<file path="config.mk">
export PLATFORM = sky130hd
export DESIGN_NAME = fsk_demod
export DESIGN_NICKNAME = d
export VERILOG_FILES = /design/src/rtl/dds_pkg.sv /design/src/rtl/xing_detect.sv /design/src/rtl/fsk_demod.sv
export SDC_FILE = /design/constraint.sdc
export NUM_CORES = 1
export LEC_CHECK = 0
export ABC_AREA = 0
export CORE_MARGIN = 1.5
export CORE_UTILIZATION = 35
export CTS_CLUSTER_DIAMETER = 80
export CTS_CLUSTER_SIZE = 20
export DETAILED_ROUTE_END_ITERATION = 10
export HOLD_SLACK_MARGIN = 0.02
export MAX_ROUTING_LAYER = met4
export PLACE_DENSITY_LB_ADDON = 0.05
export SLEW_MARGIN = 25
export SYNTH_ARGS = -nofsm -noshare
export SYNTH_HDL_FRONTEND = slang
export SYNTH_SLANG_ARGS = --single-unit
</file>
<file path="constraint.sdc">
create_clock -name clk -period 3 [get_ports clk]
set_input_delay 0.3 -clock clk [delete_from_list [all_inputs] [get_ports clk]]
set_output_delay 0.3 -clock clk [all_outputs]
set_load 0.01 [all_outputs]
</file>
<file path="src/rtl/dds_pkg.sv">
// Shared definitions for the DDS receive path: mid-scale level and demodulator states.
// No logic; constants and types only.
// Imported by xing_detect and fsk_demod.
package dds_pkg;

   // Offset-binary mid-scale; also the transmitter's constant "carrier off" level.
   localparam logic [7:0] MIDSCALE = 8'd128;

   // Demodulator lock states.
   typedef enum logic [1:0] {
      IDLE  = 2'd0,
      ACQ   = 2'd1,
      TRACK = 2'd2
   } demod_state_t;

endpackage

</file>
<file path="src/rtl/xing_detect.sv">
// Registers the ADC sample and slices it at mid-scale with hysteresis; emits a rising-crossing strobe.
// Latency: sample captured at edge k -> comp and rise update at edge k+1.
// No backpressure: one sample accepted every cycle.
module xing_detect
   import dds_pkg::*;
#(
   parameter int HYST = 8
) (
   input  logic       clk,
   input  logic       rst,
   input  logic [7:0] adc,
   output logic       rise
);

   // Thresholds kept 9 bits wide so 128+HYST cannot wrap for any sane HYST (< 128).
   localparam logic [8:0] HI_TH = 9'(int'(MIDSCALE) + HYST);
   localparam logic [8:0] LO_TH = 9'(int'(MIDSCALE) - 1 - HYST);

   logic [7:0] adc_q;
   logic       comp;
   logic       comp_nxt;

   // Hysteresis slicer: switch only when the sample clears the far threshold.
   always_comb begin
      comp_nxt = comp;
      if (!comp && ({1'b0, adc_q} >= HI_TH)) begin
         comp_nxt = 1'b1;
      end else if (comp && ({1'b0, adc_q} <= LO_TH)) begin
         comp_nxt = 1'b0;
      end
   end

   // Sample register, comparator state and registered 0->1 strobe.
   always_ff @(posedge clk or posedge rst) begin
      if (rst) begin
         adc_q <= MIDSCALE;
         comp  <= 1'b0;
         rise  <= 1'b0;
      end else begin
         adc_q <= adc;
         comp  <= comp_nxt;
         rise  <= comp_nxt & ~comp;
      end
   end

endmodule

</file>
<file path="src/rtl/fsk_demod.sv">
// FSK/OOK demodulator: measures carrier period between rising crossings and decides the data bit.
// Latency: crossing sample captured at edge k -> period/carrier/rf_data update at edge k+2.
// No backpressure: period_valid is a fire-and-forget strobe, never on consecutive cycles.
module fsk_demod
   import dds_pkg::*;
#(
   parameter int HYST       = 8,
   parameter int PER_W      = 16,
   parameter int MAX_PERIOD = 1024
) (
   input  logic             clk,
   input  logic             rst,
   input  logic [7:0]       adc,
   input  logic             ook_mode,
   input  logic [PER_W-1:0] period_thresh,
   output logic [PER_W-1:0] period_out,
   output logic             period_valid,
   output logic             carrier,
   output logic             rf_data
);

   localparam logic [PER_W-1:0] CNT_SAT     = '1;
   localparam logic [PER_W-1:0] TIMEOUT_CNT = PER_W'(MAX_PERIOD);

   logic             rise;
   logic [PER_W-1:0] cnt;
   logic             timeout;
   logic             drop;

   demod_state_t     state;
   demod_state_t     state_nxt;

   logic [PER_W-1:0] per_nxt;
   logic             pv_nxt;
   logic             car_nxt;
   logic             rf_nxt;

   xing_detect #(
      .HYST (HYST)
   ) u_xing (
      .clk  (clk),
      .rst  (rst),
      .adc  (adc),
      .rise (rise)
   );

   // A crossing in the timeout cycle wins: the carrier is still there.
   assign timeout = (cnt == TIMEOUT_CNT) && !rise;
   assign drop    = (state != IDLE) && timeout;

   // Period counter: restarts at 1 on each crossing so its value at the next crossing is the period.
   always_ff @(posedge clk or posedge rst) begin
      if (rst) begin
         cnt <= '0;
      end else if (rise) begin
         cnt <= {{(PER_W-1){1'b0}}, 1'b1};
      end else if (cnt != CNT_SAT) begin
         cnt <= cnt + 1'b1;
      end
   end

   // State register.
   always_ff @(posedge clk or posedge rst) begin
      if (rst) begin
         state <= IDLE;
      end else begin
         state <= state_nxt;
      end
   end

   // Next state: first crossing arms, second locks, a silent MAX_PERIOD window drops lock.
   always_comb begin
      state_nxt = state;
      case (state)
         IDLE: begin
            if (rise) state_nxt = ACQ;
         end
         ACQ: begin
            if (rise)         state_nxt = TRACK;
            else if (timeout) state_nxt = IDLE;
         end
         TRACK: begin
            if (timeout) state_nxt = IDLE;
         end
         default: state_nxt = IDLE;
      endcase
   end

   // Output decode: next values of the registered outputs.
   always_comb begin
      per_nxt = period_out;
      pv_nxt  = 1'b0;
      car_nxt = carrier;
      rf_nxt  = rf_data;

      if ((state == ACQ || state == TRACK) && rise) begin
         per_nxt = cnt;
         pv_nxt  = 1'b1;
         car_nxt = 1'b1;
      end else if (drop) begin
         car_nxt = 1'b0;
      end

      // Mode is sampled every cycle so a switch takes effect at the next register update.
      if (drop) begin
         rf_nxt = 1'b0;
      end else if (ook_mode) begin
         rf_nxt = car_nxt;
      end else if (pv_nxt) begin
         // Shorter period (higher tone) decodes as 1; equality decodes as 0.
         rf_nxt = (cnt < period_thresh);
      end
   end

   // Output registers.
   always_ff @(posedge clk or posedge rst) begin
      if (rst) begin
         period_out   <= '0;
         period_valid <= 1'b0;
         carrier      <= 1'b0;
         rf_data      <= 1'b0;
      end else begin
         period_out   <= per_nxt;
         period_valid <= pv_nxt;
         carrier      <= car_nxt;
         rf_data      <= rf_nxt;
      end
   end

endmodule

</file>
==> out/results.ini <==
[status]
status=complete, but fails checks
violations=DRC

[yosys]
netlist_top_cells_count=43 x dfrtp_1, 24 x inv_1, 21 x ha_1
synth.area.top_cells=dfrtp_1 45%, ha_1 11%, mux2_2 5.7%
synthesis.nets=277
synthCells=229
post-synth-top-area-cell=dfrtp_1
ys_seq_elements=44
yosysWarnings=0
syn_avg_cell_area_um2=10.35
synth_top_area_share_pct=45.41
ys_seq_area_share_pct=46.52
synth_cell_types=39
synthFlopType=dfrtp_1
syn_area_um2=2370
synth_edf_count=0
yosysMostFrequentCell=dfrtp_1
async_reset_ff_share_pct=100.0

[detailed_routing]
drt-total-wl_um=5008
routedWlPerCell_um=14.19
ant_nets=0
vias=1808
drcViolationCount=2
drt_iter0_markers=99
via_per_inst=5.122
firstDrtPassIters=7

[finish]
fillers=635
nets=323
postLayoutCellArea_um2=2998
insertedDiodeCount=0
drive_above_1_share_pct=10.14
syn2layout_area_growth_pct=26.50

[clocking]
cts_hold_buf=0
path_clk_slew_ns=0.09
cts_buffer_depth=2
clock_latency_ns=0.31
cts_resized=0
htree_levels=2
cts_tree=built
cts_made_buffers=5
post_cts_buffers=0
cts.sinks=44
cts_root_buf=clkbuf_8

[floorplanning]
rows=29
die_h_um=85.29
core_um2=6459
start_util_pct=36.69
die_width_um=85.29
ios=46
die_area_um2=7274

[worst_setup_path]
worstPathArrival_ns=2.28
crit_path_end_kind=flop
path_max_fanout=10
crit_type=reg2reg
start_kind=flop
required_ns=3.19

[timing]
timing.fmax_mhz=479.1
report.final.slew_viol_count=0
skew_ns=0.004603
hold_violations=0
post-route-period-util_pct=69.57
finalCriticalPeriod_ns=2.087
tightest_slew_ns=0.6003
finalSetupViolations=0
finalSetupTns_ns=0
worst_slack_ns=0.9130
slew_headroom_pct=59.68
grt_setup_unrepaired=no

[placed_design]
dp_hpwl_um=3565
placed_cell_area_um2=2883
gp_congestion=0.8414
port_buffers=42
dp_worst_setup_slack_ns=0.8359

[pwr]
power_leakage_nw=1.399
combPwrFrac_pct=25.3
power_switching_uw=518.7
p_per_area_nw_per_um2=551.2
ir_drop_mv=0.3207
p_sw_share_pct=31.39
p_clk_share_pct=28.8
power.total_mw=1.652
p_int_mw=1.134
p_seq_share_pct=45.9

[grt]
antenna_found_initial=0
grt_max_degree=45
grt_pass1_vias=1802
grt_first_pass_wirelength_um=8694
groute.usage.overall_pct=15.80
overflow=0

[min_path]
worstHoldPathType=in2reg

[flow_run]
maxCapViolations=0

## critical path, cell delays in order (launching register included)
cell	delay, ns
dfrtp_1	0.49
ha_1	0.29
nand2_1	0.15
nor4_4	0.60
nand2_1	0.21
xnor2_1	0.17
nand2_1	0.06
## metrics by stage
step / cells / util, % / hold slack (ns)
floorplan: 229 / - / 0.3045
global placement: 345 / 44.63 / 0.4530
detailed placement: 345 / 44.63 / 0.4437
CTS: 353 / 46.42 / 0.3766
global route: 353 / 46.42 / 0.3876
finish: 353 / 46.42 / 0.3923
## worst paths after layout
path / from / end / slack [ns] / cells after the start
max: cnt[0]$_DFFE_PP0P_ / cnt[0]$_DFFE_PP0P_ / 0.91 / 6
min in group asynchronous: rst / u_xing.adc_q[3]$_DFF_PP0_ / 0.43 / 3
max reg2reg: cnt[0]$_DFFE_PP0P_ / cnt[0]$_DFFE_PP0P_ / 0.91 / 6
max in group asynchronous: rst / cnt[6]$_DFFE_PP0P_ / 2.19 / 3
min: adc[7] / u_xing.adc_q[7]$_DFF_PP1_ / 0.39 / 1
min reg2reg: u_xing.comp$_DFF_PP0_ / u_xing.rise$_DFF_PP0_ / 0.47 / 1
## per-layer routing
layer,wire length [um],up-vias,track usage (%),share of wire [%]
met5,0,-,-,0
met4,82,0,6.012,1.6
met3,212,7,3.307,4.2
met2,2264,42,23.95,45
met1,2449,849,20.82,49
li1,-,910,-,-
## area by class of cell
type | count | area, um2 | share of cell area [%]
flip-flops and latches | 44 | 1102 | 36.77
inverters | 24 | 90.09 | 3.005
well taps | 77 | 96.34 | 3.214
repair buffers | 45 | 442.9 | 14.77
clock inverters | 3 | 46.29 | 1.544
clock buffers | 5 | 68.82 | 2.295
multi-input cells | 155 | 1151 | 38.40
## power groups by stage
stage | combinational [mW] | clock [mW] | sequential [mW]
after floorplan | 0.269 | 0 | 0.749
after global placement | 0.420 | 0 | 0.770
after detailed placement | 0.422 | 0 | 0.770
after CTS | 0.425 | 0.493 | 0.759
after global routing | 0.476 | 0.520 | 0.771
final | 0.417 | 0.477 | 0.759
## layout by cell type, fill, tap and decap left out, types with 3 or more instances in the layout
master / instances
nand3_1: 8
clkbuf_8: 5
nor4_1: 6
xnor2_1: 8
ha_1: 21
nand2_1: 14
clkdlybuf4s50_1: 42
mux2_2: 12
nand4_1: 6
a31oi_1: 3
a211oi_1: 4
buf_4: 3
a21oi_1: 9
dfrtp_1: 43
and4_1: 3
inv_1: 23
o21ai_0: 10
nor3_1: 6
nor2_1: 19
## registers in the layout (all words and copies together) (netlist names)
signal / cells
rf_data: 1
period_out: 16
period_valid: 1
u_xing.comp: 1
u_xing.adc_q: 5
state: 2
cnt: 16
u_xing.rise: 1
carrier: 1
## logic make-up (layout without fill, tap and decap cells)
kind of cell,Yosys count,in the layout,share of synthesized area [%]
compound gates,39,39,11.04
xor+xnor,9,9,3.326
fa+ha+maj,21,21,11.09
buf+inv,30,77,4.910
flops,44,44,46.52
mux,14,14,6.547
simple gates,72,72,16.58
Note: power is estimated with default switching activity, not from simulation.
